==> src/rtl/apb_uart_master.sv <==
// APB requester: turns one valid/ready command into an APB setup/access transfer
// and reports read data, timeout error and wake status on a one-cycle response strobe.
module apb_uart_master #(
  parameter int ADDR_W  = 32,
  parameter int DATA_W  = 8,
  parameter int TIMEOUT = 64
) (
  input  logic              pclk,
  input  logic              rst,
  input  logic              cmd_valid,
  output logic              cmd_ready,
  input  logic              cmd_write,
  input  logic [ADDR_W-1:0] cmd_addr,
  input  logic [DATA_W-1:0] cmd_wdata,
  output logic              rsp_valid,
  output logic [DATA_W-1:0] rsp_rdata,
  output logic              rsp_err,
  output logic              rsp_wake,
  output logic              busy,
  output logic              psel,
  output logic              penable,
  output logic              pwrite,
  output logic [ADDR_W-1:0] paddr,
  output logic [DATA_W-1:0] pwdata,
  input  logic [DATA_W-1:0] prdata,
  input  logic              pready,
  input  logic              pwakeup
);

  localparam int CNT_W = (TIMEOUT > 2) ? $clog2(TIMEOUT) : 1;

  typedef enum logic [1:0] {IDLE, SETUP, ACCESS, RESP} state_t;

  state_t           state, state_nxt;
  logic [CNT_W-1:0] cnt;
  logic             wake;
  logic             timeout_hit;

  assign timeout_hit = (cnt == CNT_W'(TIMEOUT - 1));

  // Control outputs are pure decodes of the state flop, so they change only at the clock edge.
  assign cmd_ready = (state == IDLE);
  assign psel      = (state == SETUP) || (state == ACCESS);
  assign penable   = (state == ACCESS);
  assign rsp_valid = (state == RESP);
  assign busy      = (state != IDLE);

  always_ff @(posedge pclk) begin
    if (rst) state <= IDLE;
    else     state <= state_nxt;
  end

  always_comb begin
    state_nxt = state;
    case (state)
      IDLE:    if (cmd_valid) state_nxt = SETUP;
      SETUP:   state_nxt = ACCESS;
      ACCESS:  if (pready || timeout_hit) state_nxt = RESP;
      RESP:    state_nxt = IDLE;
      default: state_nxt = IDLE;
    endcase
  end

  // pready is tested before the timeout so a ready on the last allowed cycle still succeeds.
  always_ff @(posedge pclk) begin
    if (rst) begin
      paddr     <= '0;
      pwdata    <= '0;
      pwrite    <= 1'b0;
      cnt       <= '0;
      wake      <= 1'b0;
      rsp_rdata <= '0;
      rsp_err   <= 1'b0;
      rsp_wake  <= 1'b0;
    end else begin
      case (state)
        IDLE: begin
          if (cmd_valid) begin
            paddr  <= cmd_addr;
            pwdata <= cmd_wdata;
            pwrite <= cmd_write;
            wake   <= 1'b0;
          end
        end
        SETUP: begin
          cnt  <= '0;
          wake <= wake | pwakeup;
        end
        ACCESS: begin
          wake <= wake | pwakeup;
          if (pready) begin
            rsp_rdata <= pwrite ? '0 : prdata;
            rsp_err   <= 1'b0;
            rsp_wake  <= wake | pwakeup;
          end else if (timeout_hit) begin
            rsp_rdata <= '0;
            rsp_err   <= 1'b1;
            rsp_wake  <= wake | pwakeup;
          end else begin
            cnt <= cnt + CNT_W'(1);
          end
        end
        default: ;
      endcase
    end
  end

endmodule

==> config.mk <==
export PLATFORM = sky130hd
export DESIGN_NAME = apb_uart_master
export DESIGN_NICKNAME = d
export VERILOG_FILES = /design/src/rtl/apb_uart_master.sv
export SDC_FILE = /design/constraint.sdc
export NUM_CORES = 1
export LEC_CHECK = 0
export BUFFER_PORTS_ARGS = -buffer_cell sky130_fd_sc_hd__buf_2
export CORE_MARGIN = 8
export CORE_UTILIZATION = 49
export DETAILED_ROUTE_END_ITERATION = 10
export PLACE_DENSITY = 0.83
export REMOVE_ABC_BUFFERS = 1
export SETUP_SLACK_MARGIN = 0.4
export SLEW_MARGIN = 20
export SYNTH_ARGS = -nofsm -noshare
export SYNTH_HDL_FRONTEND = slang
export SYNTH_SLANG_ARGS = --single-unit
==> constraint.sdc <==
create_clock -name pclk -period 3.1 [get_ports pclk]
set_input_delay 0.31 -clock pclk [delete_from_list [all_inputs] [get_ports pclk]]
set_output_delay 0.31 -clock pclk [all_outputs]
set_load 0.05 [all_outputs]
==> run_results.csv <==
group,metric,value,unit
place,portBuffers,109,
clock_tree,cts_tree,"built",
logic_synthesis,ys_ff_latch,60,
clock_tree,cts_sinks,60,
clock_tree,root_buffer,"clkbuf_8",
pwr,p_switching,1.26,mW
global_routing,antenna_found_initial,0,
clock_tree,htreeDepth,3,
pwr,pwr-share-comb,0.407,
min_path,min_from,"cmd_addr[26]",
worst_setup_path,crit_chain,"inv_1, ha_1, buf_2",
pwr,power,2.91,mW
worst_setup_path,crit_family,"adder cells",
clock_tree,ctsResizeCount,0,
global_routing,grt_max_degree,64,
detailed_routing,vias_per_cell,4.92,
clock_tree,cts_setup_buffers,0,
sta,rsz0062_at_grt,"false",
logic_synthesis,async_flop_share,0,
finish,stdcell_count,448,
clock_tree,clockBufferDepth,2,
place,gp_congestion,0.754,
run_status,status,"finished, final reports clean",
floorplanning,io_pins,110,
sta,setup_ws,1200,ps
logic_synthesis,synth_cell_types,33,
worst_setup_path,cp.required,2790,ps
logic_synthesis,yosysTopAreaCell,"dfxtp_1",
clock_tree,hold_buffers,0,
floorplanning,die_width,85.5,µm
worst_setup_path,crit_buf_inv,2,
floorplanning,row_count,25,
flow_run,drv_cap,0,
clock_tree,numCtsBuffers,9,
place,dp_cells,432,
worst_setup_path,startpoint,"state[1]",
detailed_routing,dr.pass1.iters,4,
sta,skew,6.43,ps
worst_setup_path,cpMaxStageDelayCell,"ha_1",
detailed_routing,vias,2204,
logic_synthesis,syn_area_per_cell,8.28,µm²
pwr,switching_share,0.432,
sta,period_share,0.612,
clock_tree,clock_latency,330,ps
logic_synthesis,yosys_warnings,0,
detailed_routing,routed_wl,6150,µm
pwr,p_leak,1.41,nW
place,place_hpwl,4470,µm
detailed_routing,postRouteAntennaNets,0,
global_routing,grt_pass1_vias,2248,
worst_setup_path,crit_type,"reg2out",
logic_synthesis,netlist.area_leader.share,0.507,
worst_setup_path,start_kind,"flop",
pwr,vdd_drop_max,0.478,mV
sta,tightestPinTransition,1070,ps
detailed_routing,drc,0,
finish,fin_nets,447,
sta,drv_slew,0,
clock_tree,path_clk_slew,70,ps
sta,max_freq,527,MHz
logic_synthesis,synthCells,286,
logic_synthesis,synth-edff-count,0,
pwr,p_seq_frac,0.331,
logic_synthesis,synth-main-ff-cell,"dfxtp_1",
logic_synthesis,seq_area_frac_synth,0.507,
detailed_routing,detail_route.wl_per_cell,13.7,µm
sta,setup_viol,0,
logic_synthesis,synthTopCellsByArea,"dfxtp_1 51%, nand2_1 15%, a21oi_1 10%, mux2i_1 3.4%, nand2b_1 3.2%",
pwr,intPower,1.65,mW
worst_setup_path,worstSetupEndpointType,"output pin",
pwr,power_density,930,nW/µm²
pwr,p_clk_frac,0.262,
place,pre_cts_ws,1300,ps
worst_setup_path,rr_startpoint,"state[1]",
worst_setup_path,cp_max_fo,11,
sta,period_needed,1900,ps
floorplanning,core,4690,µm²
sta,hold_violations,0,
global_routing,gr-total-overflow,0,
sta,final.setup.tns,0,ps
worst_setup_path,worst_ep_arrival_time,1590,ps
floorplanning,die_y,85.5,µm
detailed_routing,first_iter_violations,151,
worst_setup_path,cpPeakStageDelay,500,ps
floorplanning,dieArea,7310,µm²
finish,fin_util,0.667,
finish,syn2layout_area_growth,32.1,%
global_routing,grtUsageTotal,0.172,
finish,drive_above_1_share,0.327,
global_routing,grt_pass1_wl,10200,µm
logic_synthesis,netlist_area,2370,µm²
finish,diodes,0,
sta,relSlewSlack,0.284,
min_path,min-delay-path-class,"in2reg",
floorplanning,initial_core_util,0.505,
power by group through the flow:
stage / combinational, mW / sequential, mW / clock (mW)
6_report: 1.18 / 0.962 / 0.763
5_1_grt: 1.27 / 0.979 / 0.817
4_1_cts: 1.20 / 0.962 / 0.776
2_1_floorplan: 0.503 / 1.36 / 0
3_3_place_gp: 1.18 / 0.972 / 0
3_5_place_dp: 1.19 / 0.978 / 0
cell usage in the layout, fill, tap and decap left out, types with 2 or more instances in the layout:
cell type	instances
nor2_1	4
o21ai_0	4
ha_1	4
nand2_1	94
dfxtp_1	60
bufinv_16	2
nor3_1	2
inv_1	4
mux2i_1	8
a21oi_1	49
clkbuf_1	2
or4_1	2
a211oi_1	4
buf_2	109
nand2b_1	12
nand3_1	2
buf_4	2
clkbuf_8	10
nor2b_1	2
area by class of cell:
class / count / area [µm²]
Clock buffer: 12 / 145
Clock inverter: 4 / 72.6
Fill cell: 412 / 1560
Inverter: 4 / 15.0
Multi-Input combinational cell: 203 / 1070
Sequential cell: 60 / 1200
Tap cell: 54 / 67.6
Timing Repair Buffer: 111 / 561
registers in the layout, indices dropped and copies added (netlist names):
signal and count:
cnt 6, paddr 32, pwdata 8, pwrite 1
rsp_err 1, rsp_rdata 8, rsp_wake 1, state 2
wake 1
routing by layer:
layer | GRT usage | routed length, µm
met1 | 0.184 | 2640
met2 | 0.303 | 3090
met3 | 0.0478 | 298
met4 | 0.0876 | 127
met5 | 0 | 0
stage by stage:
| stage | hold slack, ps | area, µm² |
|---|---|---|
| 3_3_place_gp | 439 | 2910 |
| 2_1_floorplan | 379 | 2280 |
| 5_1_grt | 192 | 3130 |
| 6_report | 210 | 3130 |
| 3_5_place_dp | 443 | 2910 |
| 4_1_cts | 203 | 3130 |
synthesized netlist by cell type, types with 2 or more instances:
library cell and count:
mux2i_1 8, inv_1 4, nand2b_1 12, buf_2 5, a21oi_1 49, o21ai_0 4
nand3_1 2, nand2_1 94, a211oi_1 4, or4_1 2, nor2_1 4, nor2b_1 2
ha_1 4, clkbuf_1 13, dfxtp_1 60, nor3_1 2
worst register-to-register path, cell delays in order, from the launching register on:
cell and delay, ps:
dfxtp_1 330, inv_1 90, ha_1 250, and2_1 450
buf_4 370, nand2_1 110, a21oi_1 140
cell families after synthesis:
kind of cell / synth area share
and+or+nand+nor: 0.239
AOI/OAI and AO/OA: 0.156
muxes: 0.0338
buffers and inverters: 0.0423
adders and majority gates: 0.0211
DFF: 0.507
worst paths after layout:
kind | endpoint | depth (start not counted) | slack (ps)
max reg2reg | pwdata[5] | 6 | 1290
min | paddr[26] | 3 | 210
min reg2reg | pwdata[3] | 2 | 450
max | psel | 3 | 1200
No activity file was read; power rests on OpenSTA's default activity.
